===== src/rtl/rgb_fade_ctrl.sv =====
// rgb_fade_ctrl: sequences three RGB PWM channels from handshaked intensity updates; duties reach pwm_o only at period wraps.
// Define RGB_FADE_EN for tick-paced ramping toward targets; without it LOAD writes the active duty directly.
module rgb_fade_ctrl #(
    parameter int R        = 8,
    parameter int TICK_DIV = 1000,
    parameter int STEP     = 1
) (
    input  logic                 clk_i,
    input  logic                 arst_n_i,
    input  logic [R:0]           color_intencity_i,
    input  logic [2:0]           change_color_i,
    input  logic                 upd_valid_i,
    output logic                 upd_ready_o,
    output logic                 busy_o,
    output logic [3*(R+1)-1:0]   duty_o,
    output logic [2:0]           pwm_o
);
    typedef enum logic [1:0] {IDLE, LOAD, RAMP} state_t;
    localparam logic [R:0] FULL = {1'b1, {R{1'b0}}};

    state_t          state_q, state_d;
    logic [R:0]      hold_int_q, hold_int_d, clamped;
    logic [2:0]      hold_sel_q, hold_sel_d, pwm_q, pwm_d;
    logic [2:0][R:0] target_q, target_d, active_q, active_d, shadow_q, shadow_d;
    logic [R-1:0]    cnt_q, cnt_d;
    logic            accept;

    if (TICK_DIV < 2 || STEP < 1) begin : g_bad_cfg
        $error("rgb_fade_ctrl: TICK_DIV must be >= 2 and STEP >= 1");
    end

    assign upd_ready_o = state_q != LOAD;
    assign busy_o      = state_q != IDLE;
    assign accept      = upd_valid_i && upd_ready_o;
    assign clamped     = hold_int_q > FULL ? FULL : hold_int_q;
    assign duty_o      = active_q;
    assign pwm_o       = pwm_q;

`ifdef RGB_FADE_EN
    localparam int PW = $clog2(TICK_DIV);
    localparam logic signed [R+1:0] STEP_S = (R+2)'(STEP);

    logic [PW-1:0]       presc_q, presc_d;
    logic                tick;
    logic signed [R+1:0] diff [3];

    always_comb begin
        tick    = presc_q == PW'(TICK_DIV - 1);
        presc_d = tick ? '0 : presc_q + 1'b1;
    end

    always_comb
        for (int k = 0; k < 3; k++)
            diff[k] = $signed({1'b0, target_q[k]}) - $signed({1'b0, active_q[k]});

    always_ff @(posedge clk_i or negedge arst_n_i)
        if (!arst_n_i) presc_q <= '0;
        else           presc_q <= presc_d;
`endif

    always_comb begin
        state_d    = state_q;
        hold_int_d = hold_int_q;
        hold_sel_d = hold_sel_q;
        target_d   = target_q;
        active_d   = active_q;
        if (accept) begin
            hold_int_d = color_intencity_i;
            hold_sel_d = change_color_i;
            state_d    = LOAD;
        end
        if (state_q == LOAD) begin
            for (int k = 0; k < 3; k++)
                if (hold_sel_q[k]) begin
                    target_d[k] = clamped;
`ifndef RGB_FADE_EN
                    active_d[k] = clamped;
`endif
                end
`ifdef RGB_FADE_EN
            state_d = (active_q != target_d) ? RAMP : IDLE;
`else
            state_d = IDLE;
`endif
        end
`ifdef RGB_FADE_EN
        // Step clamps to the remaining distance so a channel lands exactly on its target.
        if (state_q == RAMP && tick) begin
            for (int k = 0; k < 3; k++)
                active_d[k] = diff[k] >  STEP_S ? active_q[k] + STEP_S[R:0] :
                              diff[k] < -STEP_S ? active_q[k] - STEP_S[R:0] : target_q[k];
            if (!accept && active_d == target_q) state_d = IDLE;
        end
`endif
    end

    always_comb begin
        cnt_d    = cnt_q + 1'b1;
        shadow_d = (&cnt_q) ? active_q : shadow_q;
        for (int k = 0; k < 3; k++) pwm_d[k] = {1'b0, cnt_q} < shadow_q[k];
    end

    always_ff @(posedge clk_i or negedge arst_n_i)
        if (!arst_n_i) begin
            state_q    <= IDLE;
            hold_int_q <= '0;
            hold_sel_q <= '0;
            target_q   <= '0;
            active_q   <= '0;
            shadow_q   <= '0;
            cnt_q      <= '0;
            pwm_q      <= '0;
        end else begin
            state_q    <= state_d;
            hold_int_q <= hold_int_d;
            hold_sel_q <= hold_sel_d;
            target_q   <= target_d;
            active_q   <= active_d;
            shadow_q   <= shadow_d;
            cnt_q      <= cnt_d;
            pwm_q      <= pwm_d;
        end
endmodule


===== config.mk =====
export PLATFORM = sky130hd
export DESIGN_NAME = rgb_fade_ctrl
export DESIGN_NICKNAME = d
export VERILOG_FILES = /design/src/rtl/rgb_fade_ctrl.sv
export SDC_FILE = /design/constraint.sdc
export NUM_CORES = 1
export LEC_CHECK = 0
export CAP_MARGIN = 0
export CORE_ASPECT_RATIO = 1.5
export CORE_MARGIN = 5
export CORE_UTILIZATION = 50
export CTS_CLUSTER_SIZE = 25
export DETAILED_ROUTE_END_ITERATION = 16
export DONT_BUFFER_PORTS = 1
export PLACE_DENSITY_LB_ADDON = 0.12
export SKIP_CTS_REPAIR_TIMING = 1
export SYNTH_ARGS = -nofsm -noshare
export SYNTH_HDL_FRONTEND = slang
export SYNTH_SLANG_ARGS = --single-unit

===== constraint.sdc =====
create_clock -name clk_i -period 1.8 [get_ports clk_i]
set_input_delay 0.36 -clock clk_i [delete_from_list [all_inputs] [get_ports clk_i]]
set_output_delay 0.36 -clock clk_i [all_outputs]
set_load 0.02 [all_outputs]

==> flow_summary.yaml <==
worst_setup_path:
  r2r_slack_ns: 0.11
  crit_type: "reg -> reg"
  r2r-start: "cnt_q[1]"
  startpoint_type: "flip-flop"
  path_max_fanout: 10
  reg2reg_depth: 6
  end_kind: "flip-flop"
  r2r_end: "shadow_q[26]"
  critical_path_arrival_ns: 1.93
  required_ns: 2.04
grt:
  grt_max_degree: 79
  antenna_found_initial: 0
  grt_use_met2_pct: 27.63
  grtUsageMet1_pct: 20.41
  grt_pass1_wl_um: 11170
  top_usage_layer: "met2"
  grt-ovfl-total: 0
  grt_pass1_vias: 2117
  grt_use_total_pct: 16.93
  use_met3_pct: 4.538
placement:
  io_buffers: 0
  placed_cells: 360
  dp.final_hpwl_um: 5054
  dp_slack_ns: 0.1043
  place.gp.congestion: 0.7730
run_status:
  violations: "negative hold slack"
  outcome: "finished with violations"
logic_synthesis:
  syn_area_per_cell_um2: 12.65
  syn-cell-area_mm2: 0.003516
  synth.largest_area_cell: "dfrtp_1"
  synth_seq_area_share_pct: 55.52
  synth_nets: 315
  syn_inst: 278
  synthDistinctLibCells: 28
  synth.top_cell.area_share_pct: 55.52
  yosys-top-cells-area: "dfrtp_1 56%, mux2_4 8.5%, ha_1 7.8%"
  yosys_warnings: 0
  synth_seq_cells: 78
die:
  start_util_pct: 51.31
  ios: 47
  chipHeight_um: 112.7
  rows: 37
  dieArea_mm2: 0.008843
  core_mm2: 0.006852
  fp.dieW_um: 78.47
power_and_ir_drop:
  p_int_mw: 2.729
  clkPwrFrac_pct: 31.9
  comb_power_share_pct: 6.7
  power.density_mw_per_mm2: 1009
  switchingPower_mw: 1.147
  switching_share_pct: 29.60
  total_leakage_power_nw: 1.760
  p_total_mw: 3.876
  max-vdd-ir-drop_mv: 0.7729
  seqPwrFrac_pct: 61.3
detailed_routing:
  drtIter0Drc: 110
  wl_per_cell_um: 17.81
  wirelength_um: 6679
  via_count: 2030
  first_pass_iters: 4
  ant_nets: 0
  drc_errors: 0
  viasPerCell: 5.413
layout:
  syn_to_final_growth_pct: 9.253
  final_core_util_pct: 56.06
  num-fill-cells: 591
  instances_no_fill: 375
  insertedDiodeCount: 0
  drive_gt1_share_pct: 23.91
  final_nets: 330
clocking:
  cts-buffers-inserted: 9
  cts_max_level: 3
  clockBufferDepth: 2
  cts.clk_slew.worst_paths_ns: 0.07
  root_buffer: "clkbuf_8"
  cts.sinks: 78
  cts_tree: "yes"
  clock_latency_ns: 0.35
timing:
  finalWorstSetupSlack_ns: 0.1082
  drv_slew: 0
  whs_ns: -0.3070
  fin_skew_ns: 0.005418
  min_period_over_period_pct: 93.99
  worst_slew_pin_slew_ns: 0.4719
  max_freq_mhz: 591.1
  hold_viol: 78
  setup_viol: 0
  rsz0062_at_grt: "false"
  finalCriticalPeriod_ns: 1.692
  slew_headroom_pct: 68.47
  setup-tns-final_ns: 0
job:
  maxCapViolCount: 0
worst_hold_path:
  hold_path.class: "in -> async"
[through the flow]
stage	cell area [µm²]	hold WS (ns)
after floorplan	3516	0.06441
after global placement	3649	0.06682
after detailed placement	3649	0.06656
after CTS	3835	-0.3239
after global routing	3841	-0.3343
final	3841	-0.3070
[how the worst max path moves through the flow]
stage                         from            to  slack (ns)  cells past startpoint
final                     cnt_q[1]  shadow_q[26]        0.11                      6
after global routing      cnt_q[0]  shadow_q[26]        0.03                      6
after CTS                 cnt_q[1]      pwm_o[0]        0.08                      6
after detailed placement  cnt_q[1]      pwm_o[0]        0.10                      6
after global placement    cnt_q[0]  shadow_q[14]        0.16                      6
after floorplan           cnt_q[1]   shadow_q[0]        0.15                      7
[power by group through the flow]
stage	combinational, mW	clock [mW]	sequential [mW]
CTS	0.270	1.28	2.39
floorplan	0.215	0	2.33
finish	0.261	1.24	2.38
global placement	0.260	0	2.42
detailed placement	0.270	0	2.43
global route	0.303	1.36	2.42
[flip-flops by register name (all words and copies together), names as in the netlist]
name	flops
pwm_o	3
hold_sel_q	3
duty_o	27
shadow_q	27
cnt_q	8
hold_int_q	9
state_q	1
[cells in the final DEF, fill, tap and decap left out, types with 2 or more instances in the layout]
cell type / netlist / final
a211oi_1: 2 / 2
a21o_1: 3 / 3
a21oi_1: 8 / 8
and4b_1: 2 / 2
buf_12: 3 / 2
buf_4: 0 / 10
clkbuf_1: 4 / 2
clkbuf_8: 0 / 13
dfrtp_1: 78 / 78
ha_1: 22 / 22
inv_1: 23 / 23
mux2_2: 22 / 22
mux2_4: 20 / 20
nand2_1: 29 / 29
nand2b_1: 10 / 10
nand3_1: 3 / 3
nor2_1: 5 / 5
o211ai_1: 2 / 2
o21ai_0: 27 / 27
xnor2_1: 3 / 3
xor2_1: 3 / 3
[synth_stat cells]
| cell | n |
|---|---|
| xnor2_1 | 3 |
| ha_1 | 22 |
| inv_1 | 23 |
| nor2_1 | 5 |
| o32a_1 | 1 |
| nand3_2 | 1 |
| nand2b_1 | 10 |
| nor2b_1 | 1 |
| mux2_2 | 22 |
| xor2_1 | 3 |
| o211ai_1 | 2 |
| a21o_1 | 3 |
| clkbuf_1 | 4 |
| nand4b_1 | 1 |
| a211oi_1 | 2 |
| a2111oi_0 | 1 |
| buf_12 | 3 |
| mux2_4 | 20 |
| and3_4 | 1 |
| o21a_1 | 1 |
| dfrtp_1 | 78 |
| buf_2 | 1 |
| o21ai_0 | 27 |
| and4b_1 | 2 |
| nand3_1 | 3 |
| a21oi_1 | 8 |
| nand2_1 | 29 |
| nor2_2 | 1 |
[routing by layer]
| layer | vias to the layer above | routed length [µm] | part of all wire, % |
|---|---|---|---|
| li1 | 980 | - | - |
| met1 | 998 | 2852 | 43 |
| met2 | 39 | 3390 | 51 |
| met3 | 13 | 270 | 4.0 |
| met4 | 0 | 165 | 2.5 |
| met5 | - | 0 | 0 |
[layout make-up]
type,count,area (µm²),share of cell area [%]
Sequential cell,78,1952,50.81
Inverter,23,86.33,2.248
Clock buffer,15,186.4,4.853
Timing Repair Buffer,12,115.1,2.997
Tap cell,78,97.59,2.541
Multi-Input combinational cell,169,1404,36.55
[cells by family after synthesis]
family | share of synthesized area, %
buf+inv | 4.733
simple gates | 7.616
fa+ha+maj | 7.829
compound gates | 7.224
mux | 15.59
flops | 55.52
xor+xnor | 1.495
[critical path, stage by stage, from the launching register on]
cell and delay (ns):
dfrtp_1 0.36, ha_1 0.20, nand2_1 0.08, nor2_2 0.11
and3_4 0.33, buf_12 0.16, mux2_2 0.33
(Power assumes the default switching activity.)
